--- src/rtl/fpadd_sequencer.sv ---
// fpadd_sequencer
//   Control FSM for the single-precision floating-point adder datapath.
//   Accepts an operand pair (valid/ready), drives it onto the datapath
//   operand buses, walks the datapath through MASK -> ALIGN -> ALU -> NORM
//   with one-hot stage enables, and holds the finished sum until the
//   consumer takes it.
//
// Ports
//   clk, rst_n          clock, asynchronous active-low reset
//   in_valid/in_ready   upstream operand handshake; in_a/in_b operands
//   bus_a, bus_b        latched operands driven to the datapath
//   mask_en, align_en,
//   alu_en, norm_en     one-hot datapath stage enables
//   norm_done,dp_result datapath normalize-complete flag and result word
//   out_valid/out_ready downstream handshake; out_result, out_timeout
//   busy                high whenever not IDLE
//   op_count            saturating count of completed operations
module fpadd_sequencer #(
    parameter int NORM_MAX = 24
) (
    input  logic        clk,
    input  logic        rst_n,
    input  logic        in_valid,
    output logic        in_ready,
    input  logic [31:0] in_a,
    input  logic [31:0] in_b,
    output logic [31:0] bus_a,
    output logic [31:0] bus_b,
    output logic        mask_en,
    output logic        align_en,
    output logic        alu_en,
    output logic        norm_en,
    input  logic        norm_done,
    input  logic [31:0] dp_result,
    output logic        out_valid,
    input  logic        out_ready,
    output logic [31:0] out_result,
    output logic        out_timeout,
    output logic        busy,
    output logic [15:0] op_count
);

    localparam logic [7:0] NORM_LIMIT = 8'(NORM_MAX);

    typedef enum logic [2:0] {
        IDLE,
        MASK,
        ALIGN,
        ALU,
        NORM,
        DONE
    } state_t;

    state_t     state;
    state_t     state_next;
    logic [7:0] norm_cnt;
    logic       accept;
    logic       norm_hit;
    logic       release_out;

    // norm_cnt counts NORM cycles already completed, so the cycle in
    // progress is number norm_cnt+1.
    assign accept      = (state == IDLE) && in_valid;
    assign norm_hit    = (norm_cnt + 8'd1) == NORM_LIMIT;
    assign release_out = (state == DONE) && out_ready;

    always_ff @(posedge clk or negedge rst_n) begin
        if (!rst_n) begin
            state <= IDLE;
        end else begin
            state <= state_next;
        end
    end

    always_comb begin
        state_next = state;
        in_ready   = 1'b0;
        mask_en    = 1'b0;
        align_en   = 1'b0;
        alu_en     = 1'b0;
        norm_en    = 1'b0;
        out_valid  = 1'b0;
        busy       = 1'b1;
        case (state)
            IDLE: begin
                in_ready = 1'b1;
                busy     = 1'b0;
                if (in_valid) state_next = MASK;
            end
            MASK: begin
                mask_en    = 1'b1;
                state_next = ALIGN;
            end
            ALIGN: begin
                align_en   = 1'b1;
                state_next = ALU;
            end
            ALU: begin
                alu_en     = 1'b1;
                state_next = NORM;
            end
            NORM: begin
                norm_en = 1'b1;
                if (norm_done || norm_hit) state_next = DONE;
            end
            DONE: begin
                out_valid = 1'b1;
                if (out_ready) state_next = IDLE;
            end
            default: begin
                state_next = IDLE;
            end
        endcase
    end

    always_ff @(posedge clk or negedge rst_n) begin
        if (!rst_n) begin
            bus_a       <= 32'h0;
            bus_b       <= 32'h0;
            norm_cnt    <= 8'h0;
            out_result  <= 32'h0;
            out_timeout <= 1'b0;
            op_count    <= 16'h0;
        end else begin
            if (accept) begin
                bus_a    <= in_a;
                bus_b    <= in_b;
                norm_cnt <= 8'h0;
            end
            if (state == NORM) begin
                norm_cnt <= norm_cnt + 8'd1;
                // A completion on the last allowed cycle beats the timeout.
                if (norm_done) begin
                    out_result  <= dp_result;
                    out_timeout <= 1'b0;
                end else if (norm_hit) begin
                    out_result  <= 32'h0;
                    out_timeout <= 1'b1;
                end
            end
            if (release_out && (op_count != 16'hFFFF)) begin
                op_count <= op_count + 16'd1;
            end
        end
    end

endmodule

--- config.mk ---
export PLATFORM = sky130hd
export DESIGN_NAME = fpadd_sequencer
export DESIGN_NICKNAME = d
export VERILOG_FILES = /design/src/rtl/fpadd_sequencer.sv
export SDC_FILE = /design/constraint.sdc
export NUM_CORES = 1
export LEC_CHECK = 0
export BUFFER_PORTS_ARGS = -buffer_cell sky130_fd_sc_hd__buf_2
export CAP_MARGIN = 30
export CORE_ASPECT_RATIO = 1.4
export CORE_MARGIN = 2
export CORE_UTILIZATION = 53
export CTS_BUF_LIST = sky130_fd_sc_hd__clkbuf_8
export CTS_CLUSTER_DIAMETER = 50
export DETAILED_ROUTE_END_ITERATION = 16
export PLACE_DENSITY_LB_ADDON = 0.2
export SYNTH_ARGS = -nofsm -noshare
export SYNTH_HDL_FRONTEND = slang
export SYNTH_SLANG_ARGS = --single-unit
--- constraint.sdc ---
create_clock -name clk -period 4.8 [get_ports clk]
set_input_delay 0.24 -clock clk [delete_from_list [all_inputs] [get_ports clk]]
set_output_delay 0.24 -clock clk [all_outputs]
set_load 0.05 [all_outputs]
# == After elaboration in Yosys (flattened, before gate mapping) ==
# Cells that the tools add are included.
# classes
muxes,17
eq_ne,10
reduce_logical,9
n_addsub,2
# op_table
op,n
two-way mux 32 bit,2
case mux 3 bit (6 select lines),1
adder 16 x 1 -> 16 bit (second input constant),1
two-way mux 8 bit,2
inequality test 16 bit (second input constant),1
two-way mux 1 bit,9
two-way mux 3 bit,3
adder 8 x 1 -> 8 bit (second input constant),1
== test 8 x 5 -> 1 bit (second input constant),1
== test 3 x 2 -> 1 bit (second input constant),2
== test 3 bit (second input constant),2
inequality test 2 bit (second input constant),3
nonzero test 2 bit,2
== test 3 x 1 -> 1 bit (second input constant),1
logical AND 1 bit,3
logical NOT 3 bit,1
AND reduction 3 bit,1
AND reduction 2 bit,1
logical OR 1 bit,1
# word_totals
out_inout_bits,120
reg_bits,124

# == Logic depth before layout (Yosys ltp) ==
# Gate-level depths: netlist of the first run.
# logic_depth
word_depth,5
depth_mapped,8
depth_no_buf,5

# == Least setup slack after synthesis of the first run ==
# OpenSTA, ideal clock, no wires.
# synth_path
path_type,reg-to-reg
startpoint,register state[1]
endpoint,register state[1]
path_slack_ns,2.680
stages_incl_launch_ff,4
required_ns,4.730
path_buffers,1
arrival_time_ns,2.050
synth_period_minus_slack_ns,2.120
setup_time_ns,0.070
path_cell_list,dfrtp_1 -> clkbuf_1 -> nor3b_1 -> or2_2
# synth_via
elab_chain_len,3
# synth_rtl
item,line,source
from (decl),54,state_t state;
from (signal assigned),71,state <= state_next;
== test 3 bit or logical NOT 3 bit (tied branches),84,case (state)
inequality test 2 bit (no source line),--,
AND reduction 3 bit (no source line),--,
# Several ways; a longest one is shown, not always the timed one.
# A chain may end at the register's enable or synchronous reset.

# == Worst setup path in the final report of the first run ==
# layout_path
startpoint,register state[2]
endpoint,register out_result[0]
# layout_via
elab_chain_len,2
# layout_rtl
item,line,source
== test 3 bit,130,if (state == NORM) begin
AND reduction 2 bit (no source line),--,
to (signal assigned),134,out_result <= dp_result;
to (decl),37,"output logic [31:0] out_result,"
# No other way between the ends.

==> results.json, run 1 <==
{
  "wire_per_inst_um": 15.6,
  "post-route-util_pct": 72.5,
  "cts_inserted_buffers": 17,
  "clk_latency_ns": 0.42,
  "status": "completed",
  "cp-end-kind": "flip-flop",
  "grtUsageTotal_pct": 23.6,
  "netlist.area_leader.share_pct": 59.2,
  "synth-seq-cells": 124,
  "portBuffers": 220,
  "area_growth_pct": 32.4,
  "syn_inst": 427,
  "routed_via_density": 5.19,
  "clk_pin_slew_ns": 0.07,
  "min-delay-start": "dp_result[9]",
  "syn_avg_cell_area_um2": 12.3,
  "grt_pass1_vias": 4213,
  "antenna_found_initial": 0,
  "ys_top_cells_by_area": "dfrtp_1 (59%), mux2_2 (14%), a22oi_1 (4.6%)",
  "min_to": "out_result[9]",
  "power_density_nw_per_um2": 784,
  "yosysSeqAreaShare_pct": 59.2,
  "r2r-start": "state[2]",
  "synth_cell_types": 47,
  "routed_wirelength_um": 12400,
  "netlist_area_um2": 5240,
  "rr_endpoint": "out_result[0]",
  "yosysMostFrequentCell": "dfrtp_1",
  "slew_violations": 0,
  "seq_area_um2": 3100,
  "yosysWarnings": 0,
  "fp-row-count": 42,
  "min_period_ns": 2.33,
  "ir_drop_mv": 0.531,
  "post_cts.resized_instances": 0,
  "nets": 751,
  "drive_above_1_share_pct": 49.8,
  "r2r_setup_slack_ns": 2.47,
  "worstSetupPathType": "reg2reg",
  "cap_violations": 0,
  "boundaryPins": 221,
  "finalHoldViolCount": 0,
  "fin_crit_sh_pct": 48.5,
  "syn_nets": 530,
  "setup_viol_count_final": 0,
  "final_antenna_net_count": 0,
  "hold_path_depth": 3,
  "setup_tns_ns": 0,
  "fmax_mhz": 429,
  "slew_headroom_pct": 41.6,
  "drt_first_pass_iters": 4,
  "fp.dieArea_um2": 10700,
  "crit_fanout": 43,
  "clock-sinks": 124,
  "gr-total-overflow": 0,
  "worst_setup_path_start_kind": "flip-flop",
  "synth-main-ff-cell": "dfrtp_1",
  "vias": 4119,
  "dp_hpwl_um": 8780,
  "rsz0062_at_grt": "no",
  "async_flop_share_pct": 100,
  "cts_tree": "built",
  "die_width_um": 88.0,
  "dieHeight_um": 122,
  "dr.first_iter.drc_count": 237,
  "finalPower_w": 0.00544,
  "start_util_pct": 54.8,
  "num_antenna_cells": 0,
  "tightest_slew_ns": 0.877,
  "gp_congestion": 0.823,
  "synth_edf_count": 0,
  "cp_data_required_time_ns": 5.08,
  "drcViolationCount": 0,
  "p_leak_nw": 3.63,
  "cts_root_buf": "clkbuf_8",
  "cts_buffer_depth": 2,
  "synth_common_cells": "dfrtp_1 (124), mux2_2 (66), o21ai_0 (43), inv_1 (34), a22oi_1 (32)",
  "core_um2": 9560,
  "multi_input_area_um2": 1900,
  "n_fill_cell": 699,
  "h-tree-depth": 4,
  "grt_max_degree": 72,
  "rr_worst_depth": 7,
  "worst_hold_path_type": "in2reg",
  "grt_first_pass_wirelength_um": 19600,
  "cp.arrival_ns": 2.61,
  "yosys.area.top_type": "dfrtp_1",
  "fin_skew_ns": 0.00997
}
==> cells by family after synthesis <==
logic type / count (synthesis) / share of synthesized area [%]
muxes: 67 / 14.5
DFF: 124 / 59.2
adders and majority gates: 2 / 0.478
xor gates and xnor gates: 12 / 2.01
buffers and inverters: 60 / 4.66
AOI/OAI and AO/OA: 96 / 11.3
and+or+nand+nor: 66 / 7.83
==> how the worst max path moves through the flow <==
stage                     cells after the start  slack (ns)        endpoint     start
after CTS                                     4        2.44         norm_en  state[2]
after global routing                          7        2.25   out_result[8]  state[2]
after detailed placement                      7        2.48  out_result[18]  state[0]
final                                         7        2.47   out_result[0]  state[2]
after floorplan                               3        2.68        state[1]  state[1]
after global placement                        6        2.25   out_result[1]  state[2]
==> per-layer routing <==
metal  track usage (%)  share of wire, %  vias up
li1                  -                 -     1948
met1              27.8                38     1978
met2              39.3                52      164
met3              6.91               7.1       29
met4              11.4               2.7        0
met5                 0                 0        -
==> area by class of cell <==
type	instances	share of cell area [%]
well taps	132	2.38
clock inverters	13	2.63
clock buffers	19	3.77
multi-input cells	243	27.4
flip-flops and latches	124	44.7
repair buffers	227	17.1
inverters	35	1.91
==> timing repair <==
item / 4_1_cts / 5_1_grt
hold endpoints to repair: 71 / 0
hold buffers: 2 / 0
buffers inserted: 0 / 0
==> worst max-delay path: stages (launching register included) <==
cell and delay [ns]:
dfrtp_1 0.51, or3b_1 0.21, buf_4 0.38, clkinv_2 0.22, and2_1 0.37, buf_16 0.24
a22oi_1 0.15, o21ai_0 0.11
==> metrics by stage <==
stage	instance area, um2	hold slack (ns)	setup slack (ns)	instances
after global routing	6940	0.0210	2.25	793
after global placement	6430	0.400	2.25	757
after detailed placement	6470	0.420	2.48	759
final	6940	0.0396	2.47	793
after floorplan	5240	-0.0556	2.68	427
after CTS	6940	0.0151	2.44	793
==> sequential cells by signal (all words and copies together), names as in the netlist <==
name and count:
out_result 32, op_count 16, out_timeout 1, bus_b 32, bus_a 32, state 3, norm_cnt 8
==> layout by cell type, fill, tap and decap left out, types with 2 or more instances in the layout <==
master         count
ha_1               2
clkinv_2           3
buf_2            219
bufinv_16          5
o21ai_0           43
dfrtp_1          124
a31oi_1            3
and4b_1            2
a22oi_1           32
a21oi_1            7
dlygate4sd3_1      2
o21ai_1            2
buf_4              4
clkbuf_8          19
nand2_1           14
nor2_1             7
xor2_1             9
and3_1             5
inv_1             40
o311ai_0           2
nand3_1            6
xnor2_1            3
or2_2              2
mux2_2            66
and2_1             4
nand4_1            4
nor3_1             6
nor3b_1            2
==> where the power goes <==
part           total, W  switching [W]  internal (W)
Sequential      0.00170       0.000256       0.00144
Clock           0.00103       0.000396      0.000634
Combinational   0.00272        0.00196      0.000757
Total           0.00544        0.00261       0.00283
Note: power is estimated with default switching activity, not from simulation.
==> inputs of run 2 (changes only) <==
Settings changed: CORE_UTILIZATION 53 to 50.
Clock period 4.8 ns to 2.2 ns, I/O delays scaled along.
==> run 2 against run 1 <==
Clock-buffer cell count shrank 1. Via count grew 13%. Combinational power grew 130%. First-iteration DRC count grew 2.5%. Non-clock buffer count grew 100. Sequential share of layout area shrank 5.8 points.
==> results.json, run 2 (same netlist as run 1, synthesis figures left out) <==
{
  "status": "completed",
  "cpMaxStageDelayCell": "dfrtp_1",
  "cp_slowest_stage_delay_ns": 0.50,
  "core_um2": 10300,
  "use_met1_pct": 28.1,
  "cts_root_buf": "clkbuf_8",
  "finalHoldViolCount": 0,
  "gr-usage-met2_pct": 45.4,
  "min_period_ns": 1.90,
  "ir_drop_mv": 1.12,
  "grt_max_degree": 53,
  "tightest_slew_ns": 0.612,
  "grt_busiest_layer": "met2",
  "num_antenna_cells": 0,
  "dp_hpwl_um": 8480,
  "crit_chain": "or3b_1 > clkinv_2 > buf_2",
  "cp_num_buf_inv": 2,
  "routed_via_density": 5.17,
  "final_common_cell": "buf_2",
  "comb_power_share_pct": 50.6,
  "dr.first_iter.drc_count": 243,
  "worstSetupPathType": "reg2out",
  "fmax_mhz": 526,
  "antenna_found_initial": 0,
  "cts_tree": "built",
  "worst_hold_path_type": "in2reg",
  "die_width_um": 90.5,
  "p_sw_share_pct": 48.1,
  "setup_viol_count_final": 0,
  "fp-row-count": 44,
  "power_density_nw_per_um2": 1530,
  "post_cts.resized_instances": 0,
  "cp_top_family": "flip-flops",
  "top_regs": "bus_a x32, bus_b x32, out_result x32",
  "p_int_w": 0.00633,
  "clk_pin_slew_ns": 0.07,
  "final_cell_mix": "buf_2 (219), dfrtp_1 (124), dlygate4sd3_1 (98)",
  "drcViolationCount": 0,
  "grtUsageTotal_pct": 25.5,
  "clock_power_share_pct": 19.0,
  "gp_congestion": 0.830,
  "clock-sinks": 124,
  "vias": 4651,
  "area_growth_pct": 52.1,
  "boundaryPins": 221,
  "cp_data_required_time_ns": 2.09,
  "slew_headroom_pct": 59.2,
  "start_util_pct": 50.9,
  "rsz0062_at_grt": "no",
  "p_leak_nw": 4.04,
  "grtUsageMet3_pct": 5.54,
  "grt_first_pass_wirelength_um": 23100,
  "drt_first_pass_iters": 4,
  "wire_per_inst_um": 15.8,
  "finalHoldWorstSlack_ns": 0.170,
  "cts_buffer_depth": 2,
  "cts_inserted_buffers": 17,
  "setup_tns_ns": 0,
  "grt_pass1_vias": 4883,
  "crit_fanout": 12,
  "worst_setup_path_start_kind": "flip-flop",
  "routed_wirelength_um": 14200,
  "cp.arrival_ns": 1.79,
  "fin_skew_ns": 0.0119,
  "clk_latency_ns": 0.41,
  "h-tree-depth": 4,
  "slew_violations": 0,
  "power_switching_w": 0.00587,
  "cap_violations": 0,
  "p_seq_share_pct": 30.4,
  "portBuffers": 220,
  "fp.dieArea_um2": 11300,
  "cp-end-kind": "output port",
  "fin_crit_sh_pct": 86.4,
  "gr-total-overflow": 0,
  "nets": 851,
  "dieHeight_um": 125,
  "final_antenna_net_count": 0,
  "drive_above_1_share_pct": 44.5
}
[run 2: cell types whose count changed in the layout (fill, tap and decap cells not counted), sizes merged]
cell / change
inv: -5
clkinvlp: +3
dlygate4sd3: +96
clkinv: +3
buf: +4
clkbuf: -1
[run 2: layout make-up]
class | count | area, um2
clock buffers | 18 | 248
clock inverters | 14 | 218
fillers | 652 | 2330
inverters | 35 | 133
multi-input cells | 243 | 1900
flip-flops and latches | 124 | 3100
well taps | 138 | 173
repair buffers | 327 | 2190
[run 2: power groups by stage]
stage	sequential (W)	combinational [W]	clock (W)
after floorplan	0.00655	0.00172	0
after global placement	0.00365	0.00593	0
after detailed placement	0.00371	0.00602	0
after CTS	0.00367	0.00616	0.00237
after global routing	0.00382	0.00644	0.00247
final	0.00370	0.00617	0.00232
[run 2: worst register-to-register path, stage by stage (launching register included)]
cell      delay (ns)
dfrtp_1         0.50
or3b_1          0.46
clkinv_2        0.14
and2_1          0.15
buf_4           0.31
a22oi_1         0.13
o21ai_0         0.11
[run 2: layer usage]
metal  vias to the layer above  part of all wire [%]
met5                         -                     0
met4                         0                   3.1
met3                        38                   4.6
met2                       180                    54
met1                      2275                    38
li1                       2158                     -
[run 2: final timing paths]
kind	start	endpoint	slack, ns	depth (start not counted)
min in group asynchronous	rst_n	op_count[1]	0.24	2
worst max register to register	state[0]	out_result[28]	0.33	6
worst min-delay path	in_valid	state[0]	0.17	5
worst min register to register	op_count[6]	op_count[6]	0.48	1
max in group asynchronous	rst_n	op_count[3]	1.18	3
worst max-delay path	state[0]	norm_en	0.30	3
[run 2: repair_timing]
item,4_1_cts,5_1_grt
setup buffers,0,0
endpoints found under the setup margin,0,0
hold buffers,98,0
endpoints found under the hold margin,141,0
[run 2: stage by stage]
stage / power (W) / cells / setup slack (ns) / cell area [um2] / util, %
finish: 0.0122 / 899 / 0.298 / 7970 / 77.4
global route: 0.0127 / 899 / 0.208 / 7970 / 77.4
CTS: 0.0122 / 899 / 0.254 / 7970 / 77.4
detailed placement: 0.00972 / 769 / 0.360 / 6520 / 63.3
global placement: 0.00958 / 769 / 0.432 / 6520 / 63.3
floorplan: 0.00827 / 427 / 0.0798 / 5240 / -
==> inputs of run 3 (changes only) <==
--- a/config.mk
+++ b/config.mk
@@ -16,2 +16,3 @@
 export PLACE_DENSITY_LB_ADDON = 0.2
+export SETUP_SLACK_MARGIN = 0.2
 export SYNTH_ARGS = -nofsm -noshare
==> constraint.sdc (replaced) <==
create_clock -name clk -period 2.2 [get_ports clk]
set_input_delay 0.55 -clock clk [delete_from_list [all_inputs] [get_ports clk]]
set_output_delay 0.55 -clock clk [all_outputs]
set_load 0.05 [all_outputs]
==> run 3 against run 2 <==
Cell count is 10% lower. Via count decreased by 11%. Worst hold slack got worse by 0.13 ns. Design area is 11% lower. Power is 1.3% lower. Critical endpoint is now in_ready.
==> results.json, run 3 (same netlist as run 1, synthesis figures left out) <==
{
  "final_antenna_net_count": 0,
  "grt_max_degree": 43,
  "drive_above_1_share_pct": 52.6,
  "slew_violations": 0,
  "cts_tree": "built",
  "crit_chain": "buf_6 > or3_4 > clkinvlp_4 > buf_8",
  "cts_root_buf": "clkbuf_8",
  "setup_tns_ns": 0,
  "portBuffers": 220,
  "final_cell_mix": "buf_2 (213), dfrtp_1 (121), mux2_2 (66)",
  "worst_hold_path_type": "in2async",
  "cts_buffer_depth": 2,
  "cp_num_buf_inv": 3,
  "slew_headroom_pct": 70.6,
  "gp_congestion": 0.759,
  "grtUsageTotal_pct": 21.5,
  "cp_slowest_stage_delay_ns": 0.41,
  "fp-row-count": 44,
  "cp_top_family": "simple AND/OR/NAND/NOR gates",
  "dpl_cell_area_um2": 6590,
  "cap_violations": 0,
  "wire_per_inst_um": 14.9,
  "antenna_found_initial": 0,
  "routed_via_density": 5.13,
  "worst_setup_path_start_kind": "flip-flop",
  "core_um2": 10300,
  "finalHoldViolCount": 0,
  "dr.first_iter.drc_count": 158,
  "grtUsageMet3_pct": 6.99,
  "vias": 4147,
  "tightest_slew_ns": 0.436,
  "dieHeight_um": 125,
  "clock-sinks": 124,
  "power_density_nw_per_um2": 1690,
  "area_growth_pct": 35.9,
  "clk_pin_slew_ns": 0.08,
  "cts_inserted_buffers": 17,
  "num_antenna_cells": 0,
  "top_regs": "bus_a x32, bus_b x32, out_result x32",
  "drt_first_pass_iters": 4,
  "use_met1_pct": 23.7,
  "h-tree-depth": 4,
  "cp_data_required_time_ns": 1.65,
  "hold_buffers": 0,
  "status": "completed",
  "grt_busiest_layer": "met2",
  "die_width_um": 90.5,
  "min_period_ns": 2.12,
  "routed_wirelength_um": 12000,
  "worstSetupPathType": "reg2out",
  "r2r_setup_slack_ns": 0.37,
  "start_util_pct": 50.9,
  "fmax_mhz": 472,
  "cp-end-kind": "output port",
  "fin_crit_sh_pct": 96.3,
  "cpMaxStageDelayCell": "or3_4",
  "setup_viol_count_final": 0,
  "finalPower_w": 0.0120,
  "fp.dieArea_um2": 11300,
  "clk_latency_ns": 0.43,
  "grt_pass1_vias": 4246,
  "boundaryPins": 221,
  "design_area_um2": 7120,
  "drcViolationCount": 0,
  "n_fill_cell": 816,
  "dpl.cell_count": 773,
  "final_cell_count_no_fill": 809,
  "fin_skew_ns": 0.0132,
  "rsz0062_at_grt": "yes",
  "crit_fanout": 6,
  "cp.arrival_ns": 1.57,
  "ir_drop_mv": 1.17,
  "grt_first_pass_wirelength_um": 19500,
  "post-route-util_pct": 69.2,
  "p_leak_nw": 3.68,
  "gr-usage-met2_pct": 37.3,
  "gr-total-overflow": 0,
  "nets": 761,
  "final_common_cell": "buf_2",
  "dp_hpwl_um": 8590
}
## run 3: worst paths after layout
check                           cells past startpoint       from      endpoint
worst max-delay path                                4   state[0]      in_ready
worst min-delay path                                1      rst_n  op_count[10]
worst max register to register                      5   state[0]      bus_b[8]
worst min register to register                      1  bus_a[11]     bus_a[11]
max in group asynchronous                           2      rst_n     bus_b[19]
min in group clk                                    2  norm_done   out_timeout
## run 3: power by group
part           leakage (nW)  internal [W]  switching, W
registers              1.43       0.00315      0.000490
clock network         0.222       0.00125      0.000876
logic                  2.03       0.00187       0.00440
total                  3.68       0.00627       0.00576
## run 3: area by class of cell
cell class              count  area [um2]  area share, %
well taps                 138         173           2.43
inverters                  35         140           1.97
flip-flops and latches    124        3110           43.6
clock buffers              18         248           3.48
repair buffers            237        1340           18.8
multi-input cells         243        1940           27.2
clock inverters            14         179           2.51
## run 3: timing repair
action	CTS	global route
endpoints found under the setup margin	7	6
resized for setup	15	7
pin swaps	1	3
setup buffers	1	3
## run 3: layer usage
metal	wire length, um	share of wire [%]
met1	4430	37
met2	6500	54
met3	823	6.8
met4	285	2.4
met5	0	0
## run 3: stage by stage
stage          worst slack, ns  hold slack [ns]
6_report                0.0805           0.0385
3_5_place_dp             0.390            0.488
5_1_grt                 0.0200           0.0300
4_1_cts                 0.0478           0.0152
3_3_place_gp             0.403            0.465
2_1_floorplan            0.206            0.254
